==> src/rtl/fetch_pkg.sv <==
// Shared types and default sizing for the instruction fetch block.
package fetch_pkg;

  localparam int unsigned AddrWDefault    = 5;
  localparam int unsigned DataWDefault    = 8;
  localparam logic [7:0]  HaltCodeDefault = 8'hFF;

  typedef enum logic [1:0] {
    StIdle  = 2'd0,
    StFetch = 2'd1,
    StHold  = 2'd2,
    StHalt  = 2'd3
  } fetch_state_e;

endpackage

==> src/rtl/pc_counter.sv <==
// Program counter: synchronous active-low reset, load beats increment, wraps at 2^Width.
module pc_counter #(
  parameter int unsigned Width = 5
) (
  input  logic             clk_i,
  input  logic             rst_ni,
  input  logic             load_i,
  input  logic [Width-1:0] load_val_i,
  input  logic             inc_i,
  output logic [Width-1:0] pc_o
);

  logic [Width-1:0] pc_d, pc_q;

  always_comb begin
    pc_d = pc_q;
    if (load_i) begin
      pc_d = load_val_i;
    end else if (inc_i) begin
      pc_d = pc_q + Width'(1);
    end
  end

  always_ff @(posedge clk_i) begin
    if (!rst_ni) begin
      pc_q <= '0;
    end else begin
      pc_q <= pc_d;
    end
  end

  assign pc_o = pc_q;

endmodule

==> src/rtl/instruction_fetch.sv <==
// Byte-wide instruction fetcher: requests program bytes, hands them downstream with a
// valid/ready handshake, and stops on the halt opcode until reloaded.
module instruction_fetch
  import fetch_pkg::*;
#(
  parameter int unsigned       ADDR_W    = AddrWDefault,
  parameter int unsigned       DATA_W    = DataWDefault,
  parameter logic [DATA_W-1:0] HALT_CODE = DATA_W'(HaltCodeDefault)
) (
  input  logic              clock,
  input  logic              reset,
  input  logic              enable,
  input  logic              load_pc,
  input  logic [ADDR_W-1:0] pc_in,
  output logic              mem_req,
  output logic [ADDR_W-1:0] mem_addr,
  input  logic              mem_ack,
  input  logic [DATA_W-1:0] mem_data,
  output logic [DATA_W-1:0] data_out,
  output logic              data_valid,
  input  logic              data_ready,
  output logic [ADDR_W-1:0] pc,
  output logic              halted
);

  fetch_state_e      state_q;
  logic [DATA_W-1:0] data_q;
  logic              fetch_ack;
  logic              is_halt;
  logic              pc_inc;

  assign fetch_ack = (state_q == StFetch) && mem_ack;
  assign is_halt   = (mem_data == HALT_CODE);
  // The counter gives load priority, so a coincident load_pc discards this increment.
  assign pc_inc    = fetch_ack && !is_halt;

  pc_counter #(
    .Width(ADDR_W)
  ) u_pc_counter (
    .clk_i     (clock),
    .rst_ni    (reset),
    .load_i    (load_pc),
    .load_val_i(pc_in),
    .inc_i     (pc_inc),
    .pc_o      (pc)
  );

  always_ff @(posedge clock) begin
    if (!reset) begin
      state_q <= StIdle;
      data_q  <= '0;
    end else if (load_pc) begin
      state_q <= StIdle;
    end else begin
      unique case (state_q)
        StIdle: begin
          if (enable) state_q <= StFetch;
        end
        // An outstanding request completes even if enable drops meanwhile.
        StFetch: begin
          if (mem_ack) begin
            if (is_halt) begin
              state_q <= StHalt;
            end else begin
              data_q  <= mem_data;
              state_q <= StHold;
            end
          end
        end
        StHold: begin
          if (data_ready) state_q <= enable ? StFetch : StIdle;
        end
        StHalt: begin
          state_q <= StHalt;
        end
        default: state_q <= StIdle;
      endcase
    end
  end

  assign mem_req    = (state_q == StFetch);
  assign data_valid = (state_q == StHold);
  assign halted     = (state_q == StHalt);
  assign mem_addr   = pc;
  assign data_out   = data_q;

endmodule

==> config.mk <==
export PLATFORM = sky130hd
export DESIGN_NAME = instruction_fetch
export DESIGN_NICKNAME = d
export VERILOG_FILES = /design/src/rtl/fetch_pkg.sv /design/src/rtl/pc_counter.sv /design/src/rtl/instruction_fetch.sv
export SDC_FILE = /design/constraint.sdc
export NUM_CORES = 1
export LEC_CHECK = 0
export ABC_AREA = 1
export CAP_MARGIN = 10
export CORE_MARGIN = 4
export CORE_UTILIZATION = 35
export CTS_BUF_LIST = sky130_fd_sc_hd__clkbuf_16
export CTS_CLUSTER_SIZE = 25
export DETAILED_ROUTE_END_ITERATION = 10
export PLACE_DENSITY_LB_ADDON = 0.15
export SYNTH_ARGS = -nofsm -noshare
export SYNTH_HDL_FRONTEND = slang
export SYNTH_SLANG_ARGS = --single-unit
==> constraint.sdc <==
create_clock -name clock -period 1.2 [get_ports clock]
set_input_delay 0.24 -clock clock [delete_from_list [all_inputs] [get_ports clock]]
set_output_delay 0.24 -clock clock [all_outputs]
set_load 0.005 [all_outputs]
==> flow_metrics.env, run 1 <==
export IMPL_run_status="finished with violations"
export IMPL_failed_checks="negative setup slack"
export IMPL_timing_worst_setup_path_type="register to output port"
export IMPL_final_setup_tns_ns=-0.00806
export IMPL_routed_wirelength_um=2440
export IMPL_period_share_pct=101
export IMPL_antenna_violations_before_repair=0
export IMPL_worst_ep_required_time_ns=0.96
export IMPL_wire_per_inst_um=11.9
export IMPL_floorplan_core_area_um2=2230
export IMPL_synth_most_common_cell="sky130_fd_sc_hd__nand2_1"
export IMPL_top_level_i_o_count=40
export IMPL_clock_sink_count=15
export IMPL_netlist_top_cell_by_area="sky130_fd_sc_hd__dfxtp_1"
export IMPL_synthesis_area_per_instance_um2=6.71
export IMPL_die_height_um=56.6
export IMPL_drt_iter0_drc=14
export IMPL_critical_path_slowest_cell="sky130_fd_sc_hd__dfxtp_2"
export IMPL_synth_seq_area_share_pct=36.4
export IMPL_layout_min_cycle_time_ns=1.21
export IMPL_synth_enable_flop_cells=0
export IMPL_die_width_um=56.6
export IMPL_synth_distinct_cells=19
export IMPL_ys_warn_count=0
export IMPL_cts_buffers=3
export IMPL_port_buffer_count=39
export IMPL_synth_top_flop_cell="sky130_fd_sc_hd__dfxtp_1"
export IMPL_cts_path_max_buffers=2
export IMPL_powerDensity_nw_per_um2=960
export IMPL_slowest_delay_ns=0.36
export IMPL_cts_max_level=1
export IMPL_slew_viol_final=0
export IMPL_post_synth_instance_area_um2=826
export IMPL_postSynthRegisterBits=15
export IMPL_critPathMaxFanout=3
export IMPL_grt_usage_pct=15.6
export IMPL_nNetsFinal=198
export IMPL_synth_top_cell_area_share_pct=36.4
export IMPL_worst_slew_pin_transition_ns=0.274
export IMPL_drc=0
export IMPL_crit_path_start_kind="register"
export IMPL_clock_network_latency_to_the_later_pin_of_the_worst_skew_pair_ns=0.24
export IMPL_post_route_utilization_pct=66.2
export IMPL_worst_clk_skew_ns=0.00161
export IMPL_grt_start_max_net_pins=11
export IMPL_grt_setup_unrepaired="yes"
export IMPL_detail_route_antenna_nets=0
export IMPL_gp_congestion=0.800
export IMPL_clkTransAtPathRegs_ns=0.05
export IMPL_route_vias_total=1010
export IMPL_antenna_cells_inserted=0
export IMPL_timing_fmax_mhz=828
export IMPL_first_pass_grt_wire_length_um=4090
export IMPL_sequential_cell_area_um2=312
export IMPL_arrival_ns=0.97
export IMPL_timing_final_hold_violations=0
export IMPL_total_leakage_power_nw=0.699
export IMPL_max_cap_violations=0
export IMPL_area_of_the_multi_input_gates_um2=495
export IMPL_postLayoutSetupSlackWorst_ns=-0.00806
export IMPL_cts_root_buffer="sky130_fd_sc_hd__clkbuf_16"
export IMPL_critical_path_top_delay_family="flip-flops"
export IMPL_drive_above_1_share_pct=26.6
export IMPL_worstHoldPathType="input pin to register"
export IMPL_max_slew_margin_rel_pct=81.7
export IMPL_floorplan_initialDensity_pct=37.0
export IMPL_routed_via_density=4.93
export IMPL_area_growth_syn_to_layout_pct=79.1
export IMPL_ir_drop_mv=1.25
export IMPL_drt_first_pass_iters=4
export IMPL_clock_tree_from_tritoncts="done"
export IMPL_worst_setup_path_end_kind="output port"
export IMPL_floorplan_row_count=17
export IMPL_path_cells="buf_6 > inv_2 > nor2_4 > buf_2"
export IMPL_ys_top_cells_by_area="sky130_fd_sc_hd__dfxtp_1, sky130_fd_sc_hd__nand2_1, sky130_fd_sc_hd__a21oi_1"
export IMPL_setup_viol_count_final=1
export IMPL_ys_top_cells_by_count="sky130_fd_sc_hd__nand2_1, sky130_fd_sc_hd__a21oi_1, sky130_fd_sc_hd__dfxtp_1"
export IMPL_timing_critical_path_buf_inv=3
export IMPL_fill_cells=215
export IMPL_synth_net_count=143
export IMPL_design_die_area_um2=3200
export IMPL_grt_remaining_overflow=0
export IMPL_detailedPlacementHpwl_um=1810
export IMPL_first_global_vias=963
export IMPL_synthArstFlopShare_pct=0
export IMPL_synthesis_instances=123
worst paths after layout:
| path | start | endpoint | slack [ns] | cells past startpoint |
|---|---|---|---|---|
| min reg2reg | data_out[6]$_SDFFE_PN0P_ | data_out[6]$_SDFFE_PN0P_ | 0.46 | 2 |
| max | state_q[1]$_SDFFE_PP0P_ | data_valid | -0.008 | 4 |
| min | mem_data[7] | data_out[7]$_SDFFE_PN0P_ | 0.44 | 3 |
| max reg2reg | state_q[1]$_SDFFE_PP0P_ | state_q[1]$_SDFFE_PP0P_ | 0.05 | 8 |
logic make-up (layout without fill, tap and decap cells):
kind of cell | count (synthesis) | count (layout) | synth area share, %
buf+inv | 18 | 72 | 10.6
flops | 15 | 15 | 36.4
fa+ha+maj | 1 | 1 | 1.51
simple gates | 70 | 70 | 39.5
xor+xnor | 1 | 1 | 1.06
compound gates | 18 | 18 | 10.9
registers in the layout, indices dropped and copies added (netlist names):
signal and flops:
data_out 8, u_pc_counter.pc_o 5, state_q 2
worst reg2reg max path: stages (launching register included):
cell                      delay, ns
sky130_fd_sc_hd__dfxtp_2       0.36
sky130_fd_sc_hd__buf_6         0.12
sky130_fd_sc_hd__nor2_4        0.03
sky130_fd_sc_hd__buf_4         0.12
sky130_fd_sc_hd__nand2_1       0.07
sky130_fd_sc_hd__nand2_1       0.07
sky130_fd_sc_hd__a21oi_1       0.12
sky130_fd_sc_hd__nand2_1       0.06
sky130_fd_sc_hd__a21oi_1       0.11
layout make-up:
type | count | share of cell area, %
Clock inverter | 1 | 0.254
Multi-Input combinational cell | 90 | 33.5
Sequential cell | 15 | 21.1
Inverter | 10 | 2.88
Tap cell | 28 | 2.37
Timing Repair Buffer | 58 | 34.9
Clock buffer | 3 | 5.08
through the flow:
step	std cells	power (mW)	area (um2)	hold slack (ns)	setup slack, ns
after CTS	205	1.42	1440	0.439	-0.0258
after floorplan	123	0.649	827	0.384	0.0238
final	205	1.42	1480	0.440	-0.00806
after detailed placement	198	0.811	1340	0.454	-0.369
after global routing	205	1.49	1480	0.448	-0.0591
after global placement	198	0.807	1340	0.446	-0.339
per-layer routing:
layer	GRT usage [%]	part of all wire [%]	up-vias
met4	4.41	0.61	0
met1	18.8	42	464
met5	0	0	-
li1	-	-	514
met3	3.22	5.4	2
met2	27.6	52	30
power breakdown:
| group | total [mW] | switching [mW] | internal, mW |
|---|---|---|---|
| Clock | 0.622 | 0.183 | 0.439 |
| Sequential | 0.535 | 0.0185 | 0.516 |
| Combinational | 0.263 | 0.120 | 0.143 |
placed cells by master (no fill, tap or decap):
cell                              count
sky130_fd_sc_hd__inv_4                2
sky130_fd_sc_hd__nor3_4               1
sky130_fd_sc_hd__o21ai_1              1
sky130_fd_sc_hd__dlygate4sd2_1       27
sky130_fd_sc_hd__nor2_1               7
sky130_fd_sc_hd__dfxtp_1             10
sky130_fd_sc_hd__o21ai_0              1
sky130_fd_sc_hd__a21oi_2              4
sky130_fd_sc_hd__buf_12               1
sky130_fd_sc_hd__nand2_2              1
sky130_fd_sc_hd__inv_1                6
sky130_fd_sc_hd__buf_6                5
sky130_fd_sc_hd__a21oi_1             12
sky130_fd_sc_hd__dfxtp_2              3
sky130_fd_sc_hd__nand4_1             10
sky130_fd_sc_hd__nand2_1             38
sky130_fd_sc_hd__buf_4               13
sky130_fd_sc_hd__clkbuf_16            3
sky130_fd_sc_hd__nand3_4              1
sky130_fd_sc_hd__ha_4                 1
sky130_fd_sc_hd__inv_2                3
sky130_fd_sc_hd__buf_2                2
sky130_fd_sc_hd__dfxtp_4              2
sky130_fd_sc_hd__nand3_1              8
sky130_fd_sc_hd__clkdlybuf4s50_1      9
sky130_fd_sc_hd__nand2_4              2
sky130_fd_sc_hd__xnor2_1              1
sky130_fd_sc_hd__nor2_4               2
sky130_fd_sc_hd__clkbuf_2             1
repair_timing:
action	4_1_cts	5_1_grt
resized for setup	53	13
hold buffers	0	0
setup buffers	4	0
pin swaps	14	6
setup endpoints to repair	35	16
No activity file was read; power rests on OpenSTA's default activity.
==> run 2, diff against run 1 <==
- CORE_UTILIZATION: 35 -> 39
- clock period: 1.2 -> 1.15 ns (I/O delays scaled with it)
==> flow_metrics.env, run 2 (same netlist as run 1, synthesis figures left out) <==
export IMPL_period_share_pct=116
export IMPL_postLayoutSetupSlackWorst_ns=-0.179
export IMPL_arrival_ns=1.50
export IMPL_worstHoldPathType="input pin to register"
export IMPL_failed_checks="negative setup slack"
export IMPL_timing_fmax_mhz=753
export IMPL_antenna_cells_inserted=0
export IMPL_worst_setup_path_end_kind="register"
export IMPL_die_height_um=54.0
export IMPL_floorplan_row_count=16
export IMPL_holdPathStages=3
export IMPL_drt_first_pass_iters=5
export IMPL_clock_tree_from_tritoncts="done"
export IMPL_worst_slew_pin_transition_ns=0.231
export IMPL_place_area_um2=1340
export IMPL_final_setup_tns_ns=-2.02
export IMPL_crit_top_cell="sky130_fd_sc_hd__nand2_2"
export IMPL_powerDensity_nw_per_um2=970
export IMPL_first_pass_grt_wire_length_um=4710
export IMPL_drc=0
export IMPL_grt_usage_pct=22.3
export IMPL_cts_root_buffer="sky130_fd_sc_hd__clkbuf_16"
export IMPL_clock_network_latency_to_the_later_pin_of_the_worst_skew_pair_ns=0.25
export IMPL_floorplan_initialDensity_pct=41.7
export IMPL_routed_via_density=5.36
export IMPL_most_common_library_cell_in_the_layout_ignoring_fill_and_taps="sky130_fd_sc_hd__nand2_1"
export IMPL_sequential_cell_area_um2=315
export IMPL_floorplan_core_area_um2=1980
export IMPL_max_cap_violations=0
export IMPL_grt_start_max_net_pins=9
export IMPL_setup_reg_to_reg_worst_slack_ns=-0.17
export IMPL_final_area_um2=1610
export IMPL_detailedPlacementHpwl_um=1820
export IMPL_grt_setup_unrepaired="yes"
export IMPL_wire_per_inst_um=15.0
export IMPL_grt_remaining_overflow=0
export IMPL_layout_min_cycle_time_ns=1.33
export IMPL_gp_congestion=0.779
export IMPL_final_hold_worst_slack_ns=0.441
export IMPL_die_width_um=54.0
export IMPL_critPathMaxFanout=6
export IMPL_critical_path_slowest_cell="sky130_fd_sc_hd__clkdlybuf4s50_1"
export IMPL_clock_sink_count=15
export IMPL_worst_path_stages=7
export IMPL_cts_max_level=1
export IMPL_timing_reg2reg_worst_path_depth=8
export IMPL_worst_ep_required_time_ns=1.32
export IMPL_layout_common_cells="sky130_fd_sc_hd__nand2_1, sky130_fd_sc_hd__dlygate4sd2_1, sky130_fd_sc_hd__buf_4, sky130_fd_sc_hd__clkdlybuf4s50_1"
export IMPL_critical_path_top_delay_family="simple AND/OR/NAND/NOR gates"
export IMPL_run_status="finished with violations"
export IMPL_regToRegStartpoint="state_q[0]$_SDFFE_PP0P_"
export IMPL_crit_path_start_kind="input pin"
export IMPL_first_global_vias=1112
export IMPL_slew_viol_final=0
export IMPL_ir_drop_mv=0.699
export IMPL_drive_above_1_share_pct=40.4
export IMPL_timing_worst_setup_path_type="input pin to register"
export IMPL_area_growth_syn_to_layout_pct=95.3
export IMPL_largest_reg_flops=8
export IMPL_hold_start="mem_data[5]"
export IMPL_port_buffer_count=39
export IMPL_max_slew_margin_rel_pct=84.6
export IMPL_drt_iter0_drc=24
export IMPL_cts_path_max_buffers=2
export IMPL_routed_wirelength_um=3150
export IMPL_timing_final_hold_violations=0
export IMPL_fill_cells=133
export IMPL_slowest_delay_ns=0.52
export IMPL_clkTransAtPathRegs_ns=0.05
export IMPL_whs_endpoint="data_out[5]$_SDFFE_PN0P_"
export IMPL_detail_route_antenna_nets=0
export IMPL_antenna_violations_before_repair=0
export IMPL_worst_clk_skew_ns=0.00319
export IMPL_design_die_area_um2=2920
export IMPL_timing_critical_path_buf_inv=1
export IMPL_total_leakage_power_nw=0.740
export IMPL_top_level_i_o_count=40
export IMPL_route_vias_total=1126
export IMPL_worst_r2r_endpoint="u_pc_counter.pc_o[3]$_SDFFE_PN0P_"
export IMPL_area_of_the_multi_input_gates_um2=579
export IMPL_setup_viol_count_final=17
export IMPL_cts_buffers=3
export IMPL_path_cells="clkdlybuf4s50_1 > nand2_2 > nor2_2 > nand2_2 > nand2_8 > nand3_1 > a21oi_2"
export IMPL_nNetsFinal=204
## run 2: layout make-up
type,count,share of cell area (%)
inverters,10,2.64
clock buffers,3,4.65
clock inverters,1,0.233
well taps,27,2.09
repair buffers,63,34.9
multi-input cells,91,35.9
flip-flops and latches,15,19.5
## run 2: through the flow
step / utilization, % / instances / total power, mW / setup WS [ns]
finish: 81.4 / 210 / 1.56 / -0.179
global route: 81.4 / 210 / 1.63 / -0.241
CTS: 78.7 / 209 / 1.53 / -0.141
detailed placement: 67.7 / 198 / 0.850 / -0.433
global placement: 67.7 / 198 / 0.844 / -0.397
floorplan: - / 123 / 0.677 / -0.0221
## run 2: where the power goes
| part | switching [mW] | internal (mW) | total (mW) |
|---|---|---|---|
| clock | 0.206 | 0.460 | 0.666 |
| combinational | 0.164 | 0.182 | 0.346 |
| sequential | 0.0164 | 0.536 | 0.553 |
| total | 0.386 | 1.18 | 1.56 |
## run 2: timing repair
| action | CTS | global route |
|---|---|---|
| hold buffers | 0 | 0 |
| pin swaps | 19 | 8 |
| setup buffers | 6 | 1 |
| gates cloned | 1 | 0 |
| resized for setup | 71 | 16 |
| endpoints found under the setup margin | 36 | 18 |
## run 2: tightest hold or removal path: stages
cell                            delay [ns]
sky130_fd_sc_hd__dlygate4sd2_1        0.25
sky130_fd_sc_hd__nand4_1              0.10
sky130_fd_sc_hd__a21oi_1              0.06
## run 2: how the worst max path moves through the flow
stage | endpoint | start | slack (ns)
floorplan | data_out[0]$_SDFFE_PN0P_ | state_q[1]$_SDFFE_PP0P_ | -0.02
global placement | data_out[6]$_SDFFE_PN0P_ | mem_ack | -0.40
detailed placement | data_out[1]$_SDFFE_PN0P_ | mem_ack | -0.43
CTS | data_valid | state_q[1]$_SDFFE_PP0P_ | -0.14
global route | u_pc_counter.pc_o[3]$_SDFFE_PN0P_ | state_q[0]$_SDFFE_PP0P_ | -0.24
finish | u_pc_counter.pc_o[4]$_SDFFE_PN0P_ | mem_data[6] | -0.18
## run 2: routing by layer
layer  track usage [%]  wire [um]  share of wire, %
met5                 0          0                 0
met3              3.88        199               6.3
met4              9.54        117               3.7
met1              23.7       1170                37
met2              42.3       1660                53
